[config.mk]
export PLATFORM = sky130hd
export DESIGN_NAME = mac_dot_ctrl_flat
export DESIGN_NICKNAME = d
export VERILOG_FILES = /design/src/rtl/mac_dot_ctrl_if.sv /design/src/rtl/mac_dot_ctrl.sv /design/src/flat_wrapper.sv
export SDC_FILE = /design/constraint.sdc
export NUM_CORES = 1
export LEC_CHECK = 0
export ABC_AREA = 1
export CAP_MARGIN = 20
export CELL_PAD_IN_SITES_DETAIL_PLACEMENT = 0
export CELL_PAD_IN_SITES_GLOBAL_PLACEMENT = 1
export CORE_UTILIZATION = 28
export DETAILED_ROUTE_END_ITERATION = 10
export PLACE_DENSITY = 0.86
export RECOVER_POWER = 50
export SLEW_MARGIN = 20
export SYNTH_ARGS = -nofsm -noshare
export SYNTH_HDL_FRONTEND = slang
export SYNTH_SLANG_ARGS = --single-unit
[constraint.sdc]
create_clock -name clk -period 3.3 [get_ports clk]
set_input_delay 0.66 -clock clk [delete_from_list [all_inputs] [get_ports clk]]
set_output_delay 0.66 -clock clk [all_outputs]
set_load 0.1 [all_outputs]
[src/rtl/mac_dot_ctrl_if.sv]
// mac_dot_ctrl_if: job request, operand-beat and result handshake bundle for mac_dot_ctrl
interface mac_dot_ctrl_if #(parameter int LEN_W = 16) ();
    logic             start;
    logic [LEN_W-1:0] len;
    logic             in_valid;
    logic             in_ready;
    logic [15:0]      in_a;
    logic [15:0]      in_b;
    logic             res_valid;
    logic             res_ready;
    logic [31:0]      res_data;

    modport master (
        output start, len, in_valid, in_a, in_b, res_ready,
        input  in_ready, res_valid, res_data
    );

    modport slave (
        input  start, len, in_valid, in_a, in_b, res_ready,
        output in_ready, res_valid, res_data
    );
endinterface

[src/rtl/mac_dot_ctrl.sv]
// mac_dot_ctrl: sequences operand beats through an external 2-stage MAC cell and returns the dot product
module mac_dot_ctrl #(
    parameter int LEN_W = 16
) (
    input  logic                 clk,
    input  logic                 rst,
    mac_dot_ctrl_if.slave        bus,
    output logic [15:0]          mac_a,
    output logic [15:0]          mac_b,
    output logic [31:0]          mac_acc_in,
    input  logic [31:0]          mac_acc_out,
    output logic                 busy
);
    typedef enum logic [2:0] {IDLE, RUN, DRAIN1, DRAIN2, DONE} state_t;

    state_t           state_q, state_d;
    logic [LEN_W-1:0] cnt_q, cnt_d;
    logic             pend_q, pend_d;
    logic             first_flag_q, first_flag_d;
    logic [31:0]      res_data_q, res_data_d;
    logic             accept;

    // Beat acceptance and datapath steering; idle cycles feed zero products,
    // and the first product of a job overwrites whatever the accumulator held.
    always_comb begin
        accept     = (state_q == RUN) && bus.in_valid;
        mac_a      = accept ? bus.in_a : 16'd0;
        mac_b      = accept ? bus.in_b : 16'd0;
        mac_acc_in = first_flag_q ? 32'd0 : mac_acc_out;
        bus.in_ready  = state_q == RUN;
        bus.res_valid = state_q == DONE;
        bus.res_data  = res_data_q;
        busy          = state_q != IDLE;
    end

    // Next-state logic: two drain cycles cover the multiply and accumulate registers
    always_comb begin
        state_d      = state_q;
        cnt_d        = cnt_q;
        pend_d       = pend_q;
        first_flag_d = 1'b0;
        res_data_d   = res_data_q;
        case (state_q)
            IDLE: begin
                if (bus.start) begin
                    state_d    = (bus.len != '0) ? RUN : DONE;
                    cnt_d      = bus.len;
                    pend_d     = bus.len != '0;
                    res_data_d = 32'd0;
                end
            end
            RUN: begin
                if (accept) begin
                    cnt_d        = cnt_q - LEN_W'(1);
                    pend_d       = 1'b0;
                    first_flag_d = pend_q;
                    state_d      = (cnt_q == LEN_W'(1)) ? DRAIN1 : RUN;
                end
            end
            DRAIN1: state_d = DRAIN2;
            DRAIN2: begin
                state_d    = DONE;
                res_data_d = mac_acc_out;
            end
            DONE: state_d = bus.res_ready ? IDLE : DONE;
            default: state_d = IDLE;
        endcase
    end

    // State registers with asynchronous reset
    always_ff @(posedge clk or posedge rst) begin
        if (rst) begin
            state_q      <= IDLE;
            cnt_q        <= '0;
            pend_q       <= 1'b0;
            first_flag_q <= 1'b0;
            res_data_q   <= 32'd0;
        end else begin
            state_q      <= state_d;
            cnt_q        <= cnt_d;
            pend_q       <= pend_d;
            first_flag_q <= first_flag_d;
            res_data_q   <= res_data_d;
        end
    end
endmodule

[src/flat_wrapper.sv]
// flat-port wrapper written by rule: the top's interface ports become plain ports
module mac_dot_ctrl_flat 
#(
    parameter int LEN_W = 16
)
  (clk, rst, mac_a, mac_b, mac_acc_in, mac_acc_out, busy, bus_start, bus_len, bus_in_valid, bus_in_a, bus_in_b, bus_res_ready, bus_in_ready, bus_res_valid, bus_res_data);
  mac_dot_ctrl_if #(.LEN_W(LEN_W)) bus_i ();
  input  logic clk;
  input  logic rst;
  output logic [15:0] mac_a;
  output logic [15:0] mac_b;
  output logic [31:0] mac_acc_in;
  input  logic [31:0] mac_acc_out;
  output logic busy;
  input wire logic [$bits(bus_i.start)-1:0] bus_start;
  input wire logic [$bits(bus_i.len)-1:0] bus_len;
  input wire logic [$bits(bus_i.in_valid)-1:0] bus_in_valid;
  input wire logic [$bits(bus_i.in_a)-1:0] bus_in_a;
  input wire logic [$bits(bus_i.in_b)-1:0] bus_in_b;
  input wire logic [$bits(bus_i.res_ready)-1:0] bus_res_ready;
  output wire logic [$bits(bus_i.in_ready)-1:0] bus_in_ready;
  output wire logic [$bits(bus_i.res_valid)-1:0] bus_res_valid;
  output wire logic [$bits(bus_i.res_data)-1:0] bus_res_data;
  assign bus_i.start = bus_start;
  assign bus_i.len = bus_len;
  assign bus_i.in_valid = bus_in_valid;
  assign bus_i.in_a = bus_in_a;
  assign bus_i.in_b = bus_in_b;
  assign bus_i.res_ready = bus_res_ready;
  assign bus_in_ready = bus_i.in_ready;
  assign bus_res_valid = bus_i.res_valid;
  assign bus_res_data = bus_i.res_data;
  mac_dot_ctrl #(.LEN_W(LEN_W)) u_core (.clk(clk), .rst(rst), .bus(bus_i), .mac_a(mac_a), .mac_b(mac_b), .mac_acc_in(mac_acc_in), .mac_acc_out(mac_acc_out), .busy(busy));
endmodule
==> qor.txt, run 1 <==
Status: completed
First-pass GRT wire length: 15130 um
DRT iter0 DRCs: 188
Synth Warn #: 0
Flop pwr share: 23.2%
WL met2: 4966 um
CTS clk-pin slew, worst paths: 0.07 ns
Clock sinks: 53
CTS tree: yes
VDD IR max: 0.3243 mV
Synth area leaders: dfrtp_1 (41%), nor2_1 (11%), inv_1 (10%)
Port bufs: 183
Total of max-cap violations: 0
DRC: 0
RSZ-0062 raised after global routing: no
Switching Share: 55.21%
Gr usage total: 16.00%
DR WL/cell: 12.50 um
Nets: 731
Final Hold Violating Endpoints: 0
Setup bufs post-CTS: 0
CTS buffer count: 5
Width of the die: 109.6 um
# diodes: 0
Routability cong.: 0.8193
Distinct cells, synth: 30
Hold Path Class: register to register
DR vias: 3524
Fin crit period: 2.720 ns
Initial Util: 29.24%
Root buffer cell: clkbuf_16
Cell count after synthesis: 473
Arrival time worst endpoint: 2.89 ns
Register area share after synthesis: 40.94%
Gate power share: 63.6%
Post-route ant nets: 0
Placed Cells: 777
Most common cell on crit path: nand2_1
CORE AREA: 11080 sq um
Worst-path cell chain: dlygate4sd3_1 > nand2_1 > nand2_8 > inv_2 > o21ai_1 > nand2_1
Initial antenna violation count: 0
Setup TNS: 0 ns
Placed instance area: 5306 sq um
Post-Syn Area: 3239 sq um
WL final: 9811 um
Crit-path max FO: 33
Met1 wire length: 3788 um
CTS Hold Bufs: 0
Clock Path Buffers: 2
Post-Route Skew: 0.005010 ns
Vias in the first global route: 3229
Max_slew headroom: 17.94%
Power Density: 732.3 nW/um^2
Largest net degree at the start of global routing: 66
Critical path type: primary input to register
Die ar.: 12000 sq um
Die height: 109.6 um
Crit. End Element: register
Final Setup Violations: 0
Critical path required time: 3.47 ns
Int Pwr: 1.748 mW
Clock Power Share: 13.2%
Synth top area share: 40.94%
Met3 routed WL: 965 um
Net switching power: 2.155 mW
Slowest CP cell: nand2_1
H-tree lvl count: 2
Startpoint Class: primary input
LEAKAGE: 2.687 nW
Post-route insts no fill: 785
R2r setup slk: 0.84 ns
Crit-path max cell delay: 0.73 ns
DR top layer: met4
Area growth, synth to finish: 64.50%
Worst-Skew Late Latency: 0.29 ns
Row count: 38
Fill count: 1139
CTS resizes: 0
WP buf/inv: 2
Share of cells above drive strength 1: 15.19%
Mapped Avg Cell Area: 6.849 sq um
Routed vias/inst: 4.489
#FFs+latches synth: 53
Cell taking the most area after synthesis: dfrtp_1
Design area: 5329 sq um
Final period util: 82.42%
Total gr overflow: 0
IO Pins: 184
Worst-margin pin slew: 1.228 ns
Final Max Tran Viols: 0
DR pass1 iterations: 4
FMAX: 0.3677 GHz
Syn_nets: 560
Largest delay contributor family on the critical path: simple AND/OR/NAND/NOR gates
HPWL after DPL: 7686 um
## worst reg2reg max path, delay by kind of cell, from the launching register on
| kind | cells | cell delay [ns] |
|---|---|---|
| AND/OR/NAND/NOR | 5 | 1.51 |
| flip-flops | 1 | 0.42 |
| buffers and inverters | 2 | 0.26 |
| AO/OA/AOI/OAI | 1 | 0.17 |
## area by class of cell
class	instances	area [sq um]	area share, %
Timing Repair Buffer	186	1894	35.55
Multi-Input combinational cell	306	1443	27.07
Sequential cell	53	1326	24.89
Inverter	92	347.8	6.527
Tap cell	140	175.2	3.287
Clock buffer	6	128.9	2.418
Clock inverter	2	13.76	0.2583
## metrics by stage
step                      setup WS (ns)  power [mW]  hold slack, ns  utilization, %
after detailed placement         0.7178       3.417          0.4851           47.90
after global placement           0.7871       3.380          0.4819           47.90
after global routing             0.4252       4.143          0.5333           48.10
final                            0.5800       3.902          0.4872           48.10
after floorplan                  0.4708       2.741          0.4600               -
after CTS                        0.5635       3.947          0.4970           49.19
## power groups by stage
| stage | combinational, mW | clock (mW) | sequential, mW |
|---|---|---|---|
| 3_5_place_dp | 2.50 | 0 | 0.914 |
| 6_report | 2.48 | 0.514 | 0.906 |
| 4_1_cts | 2.51 | 0.538 | 0.904 |
| 5_1_grt | 2.65 | 0.565 | 0.928 |
| 2_1_floorplan | 1.88 | 0 | 0.864 |
| 3_3_place_gp | 2.47 | 0 | 0.908 |
## worst paths after layout
path	start	to	depth (start not counted)
max reg2reg	u_core.state_q[1]$_DFFE_PP0P_	u_core.cnt_q[11]$_DFFE_PP0P_	8
max	bus_start	u_core.cnt_q[11]$_DFFE_PP0P_	6
min in group asynchronous	rst	u_core.cnt_q[6]$_DFFE_PP0P_	2
max in group asynchronous	rst	u_core.cnt_q[11]$_DFFE_PP0P_	3
min	u_core.pend_q$_DFFE_PP0P_	u_core.first_flag_q$_DFF_PP0_	2
min reg2reg	u_core.pend_q$_DFFE_PP0P_	u_core.first_flag_q$_DFF_PP0_	2
## flip-flops by register name, indices dropped and copies added, names as in the netlist
name / flops
u_core.cnt_q: 16
u_core.bus.res_data: 32
u_core.first_flag_q: 1
u_core.pend_q: 1
u_core.state_q: 3
## cell usage after synthesis
master	count
nand2_4	1
inv_1	87
o21ai_1	6
or2_1	1
nand3_1	49
nand4_1	2
clkbuf_1	6
buf_4	2
o211ai_1	4
or2_2	2
dfrtp_1	53
buf_2	12
nor2_1	96
a21oi_2	2
a31oi_2	1
xor2_1	2
nand3_4	1
nand3b_1	2
nand2_8	2
o21a_1	1
nand2_1	80
o21ai_2	1
inv_4	1
buf_6	2
ha_1	2
o21ai_0	43
inv_2	4
nor2_4	3
a21oi_1	4
nand2_2	1
## kinds of logic after synthesis
logic type | after synthesis | share of synthesized area [%]
buf+inv | 114 | 14.45
simple gates | 240 | 32.75
fa+ha+maj | 2 | 0.7724
flops | 53 | 40.94
xor+xnor | 2 | 0.5408
compound gates | 62 | 10.54
## metal layers
layer	track usage (%)	up-vias
met5	0	-
met4	4.190	0
met3	4.446	6
met2	29.07	146
met1	18.34	1591
li1	-	1781
## placed cells by master, fill, tap and decap left out, drive strengths merged, types with 2 or more instances in the layout
master         netlist  final
nand3b               2      2
o21ai               50     50
nor2                99     99
ha                   2      2
clkbuf               6     36
nand2               84     84
nand3               50     50
dlygate4sd3          0      3
a21oi                6      6
or2                  3      3
xor2                 2      2
buf                 16     72
nand4                2      2
dfrtp               53     53
clkdlybuf4s50        0     81
inv                 92     93
o211ai               4      4
No activity file was read; power rests on OpenSTA's default activity.
==> run 2, diff against run 1 <==
--- a/config.mk
+++ b/config.mk
@@ -9,9 +9,9 @@
 export CAP_MARGIN = 20
 export CELL_PAD_IN_SITES_DETAIL_PLACEMENT = 0
 export CELL_PAD_IN_SITES_GLOBAL_PLACEMENT = 1
-export CORE_UTILIZATION = 28
+export CORE_UTILIZATION = 23
 export DETAILED_ROUTE_END_ITERATION = 10
-export PLACE_DENSITY = 0.86
+export PLACE_DENSITY = 0.76
 export RECOVER_POWER = 50
 export SLEW_MARGIN = 20
 export SYNTH_ARGS = -nofsm -noshare
==> constraint.sdc (replaced) <==
create_clock -name clk -period 2.3 [get_ports clk]
set_input_delay 0.46 -clock clk [delete_from_list [all_inputs] [get_ports clk]]
set_output_delay 0.46 -clock clk [all_outputs]
set_load 0.1 [all_outputs]
==> run 2 against run 1 <==
Power is 61% higher; first-iteration DRC count fell by 41%; cell area grew 12%; highest routed layer unchanged; critical path type is now register to output pin.
==> qor.txt, run 2 (synthesized netlist as in run 1, its figures left out) <==
Nets: 732 (was 731)
Clock sinks: 53 (unchanged)
DR vias: 3505 (was 3524)
FMAX: 0.4486 GHz
VDD IR max: 0.3864 mV (was 0.3243 mV)
IO Pins: 184 (unchanged)
# diodes: 0 (unchanged)
Crit-path max FO: 34 (was 33)
Vias in the first global route: 3474 (was 3229)
Int Pwr: 3.057 mW (was 1.748 mW)
Net switching power: 3.210 mW (was 2.155 mW)
Total gr overflow: 0 (unchanged)
Final Hold Violating Endpoints: 0 (unchanged)
Max_slew headroom: 5.541% (was 17.94%)
Fin crit period: 2.229 ns
Post-Route Skew: 0.005187 ns (was 0.005010 ns)
Core Util, Final: 44.27% (was 48.10%)
Switching Share: 51.22% (was 55.21%)
Flop pwr share: 21.1% (was 23.2%)
Critical path type: register to output pin (was primary input to register)
LEAKAGE: 2.952 nW (was 2.687 nW)
DR pass1 iterations: 4 (unchanged)
First-pass GRT wire length: 16790 um (was 15130 um)
H-tree lvl count: 2 (unchanged)
HPWL after DPL: 8310 um (was 7686 um)
Clock Path Buffers: 2 (unchanged)
Startpoint Class: register (was primary input)
Pre-CTS setup slack: 0.1321 ns (was 0.7178 ns)
Status: completed (unchanged)
Most frequent cells in the layout: inv_1 (86), clkdlybuf4s50_1 (83), nand2_1 (80), buf_12 (67), nor2_1 (65) (was nor2_1 (96), inv_1 (87), nand2_1 (81), clkdlybuf4s50_1 (81), dfrtp_1 (53))
Crit. End Element: output pin (was register)
CTS tree: yes (unchanged)
CTS buffer count: 5 (unchanged)
Total of max-cap violations: 0 (unchanged)
CTS clk-pin slew, worst paths: 0.07 ns (about the same)
Routed vias/inst: 4.264 (was 4.489)
Share of cells above drive strength 1: 24.30% (was 15.19%)
RSZ-0062 raised after global routing: yes (was no)
Clock Power Share: 15.5% (was 13.2%)
WP buf/inv: 3 (was 2)
Port bufs: 183 (unchanged)
DRT iter0 DRCs: 111 (was 188)
Final Max Tran Viols: 0 (unchanged)
WL final: 10500 um (was 9811 um)
Largest net degree at the start of global routing: 66 (unchanged)
Die ar.: 14560 sq um (was 12000 sq um)
Area growth, synth to finish: 84.59% (was 64.50%)
Post-route ant nets: 0 (unchanged)
Worst setup margin: 0.07100 ns (was 0.5800 ns)
Row count: 42 (was 38)
Routability cong.: 0.8009 (was 0.8193)
Critical path required time: 1.84 ns (was 3.47 ns)
DRC: 0 (unchanged)
Gr usage total: 14.46% (was 16.00%)
Hold Path Class: register to register (unchanged)
Width of the die: 120.7 um (was 109.6 um)
Root buffer cell: clkbuf_16 (unchanged)
Worst-Skew Late Latency: 0.28 ns (was 0.29 ns)
Arrival time worst endpoint: 1.77 ns (was 2.89 ns)
Final Setup Violations: 0 (unchanged)
Die height: 120.7 um (was 109.6 um)
CORE AREA: 13510 sq um (was 11080 sq um)
Worst-margin pin slew: 1.417 ns (was 1.228 ns)
Final total power: 6.266 mW (was 3.902 mW)
Power Density: 1048 nW/um^2 (was 732.3 nW/um^2)
Largest delay contributor family on the critical path: simple AND/OR/NAND/NOR gates (unchanged)
CTS Hold Bufs: 0 (unchanged)
Crit-path max cell delay: 0.43 ns (was 0.73 ns)
R2r setup slk: 0.61 ns (was 0.84 ns)
Slowest CP cell: dfrtp_1 (was nand2_1)
Gate power share: 63.4% (was 63.6%)
Worst-path cell chain: inv_2 > nand3_4 > inv_4 > nand2_8 > nor2_1 > buf_12 (was dlygate4sd3_1 > nand2_1 > nand2_8 > inv_2 > o21ai_1 > nand2_1)
Initial Util: 23.99% (was 29.24%)
Initial antenna violation count: 0 (unchanged)
Max FFs per register: 32 (unchanged)
Final period util: 96.91%
Commonest non-fill, non-tap cell in the layout: inv_1 (was nor2_1)
DR WL/cell: 12.77 um (was 12.50 um)
run 2: worst register-to-register path, cell delays in order (launching register included):
cell	delay, ns
dfrtp_1	0.43
inv_2	0.12
nand3_4	0.18
inv_4	0.14
buf_4	0.32
o21ai_0	0.19
a21oi_2	0.17
a21oi_2	0.04
run 2: power by group through the flow:
stage          Clock (mW)  Sequential (mW)  Combinational [mW]
6_report            0.974             1.32                3.97
5_1_grt              1.05             1.35                4.22
4_1_cts              1.00             1.32                4.00
3_5_place_dp            0             1.34                4.00
3_3_place_gp            0             1.33                3.96
2_1_floorplan           0             1.24                2.74
run 2: area by class of cell:
type | instances | area (sq um)
multi-input combinational | 306 | 1528
tap | 176 | 220.2
inverter | 92 | 347.8
fill | 1325 | 7526
timing repair buffer | 187 | 2362
sequential | 53 | 1328
clock inverter | 3 | 68.82
clock buffer | 5 | 125.1
run 2: worst paths after layout:
check,startpoint,to,depth (start not counted)
worst max register to register,u_core.state_q[2]$_DFFE_PP0P_,u_core.cnt_q[5]$_DFFE_PP0P_,7
worst min register to register,u_core.pend_q$_DFFE_PP0P_,u_core.first_flag_q$_DFF_PP0_,2
min in group asynchronous,rst,u_core.cnt_q[5]$_DFFE_PP0P_,3
worst max-delay path,u_core.state_q[2]$_DFFE_PP0P_,mac_a[8],6
worst min-delay path,u_core.pend_q$_DFFE_PP0P_,u_core.first_flag_q$_DFF_PP0_,2
max in group asynchronous,rst,u_core.first_flag_q$_DFF_PP0_,3
run 2: per-stage QoR:
stage / cells / hold WS, ns / area [sq um] / setup TNS (ns)
after detailed placement: 814 / 0.4820 / 5886 / 0
final: 822 / 0.4956 / 5979 / 0
after global placement: 814 / 0.4851 / 5886 / 0
after global routing: 822 / 0.5358 / 5979 / -1.331
after floorplan: 473 / 0.4600 / 3314 / -10.20
after CTS: 822 / 0.5027 / 6080 / 0
run 2: repair_timing:
action	CTS	global route
setup buffers	0	0
gates resized for setup	0	1
setup endpoints to repair	0	32
hold endpoints to repair	0	0
run 2: layer usage:
metal,up-vias,global-route usage (%),routed length (um)
li1,1785,-,-
met1,1592,17.06,4490
met2,124,26.36,5236
met3,4,3.255,682
met4,0,3.395,86
met5,-,0,0
==> run 3, diff against run 2 <==
--- a/config.mk
+++ b/config.mk
@@ -13,7 +13,6 @@
 export DETAILED_ROUTE_END_ITERATION = 10
 export PLACE_DENSITY = 0.76
 export RECOVER_POWER = 50
-export SLEW_MARGIN = 20
 export SYNTH_ARGS = -nofsm -noshare
 export SYNTH_HDL_FRONTEND = slang
 export SYNTH_SLANG_ARGS = --single-unit
==> results of run 3 <==
Same layout as run 2: the final DEF is identical, and so are final timing and power.
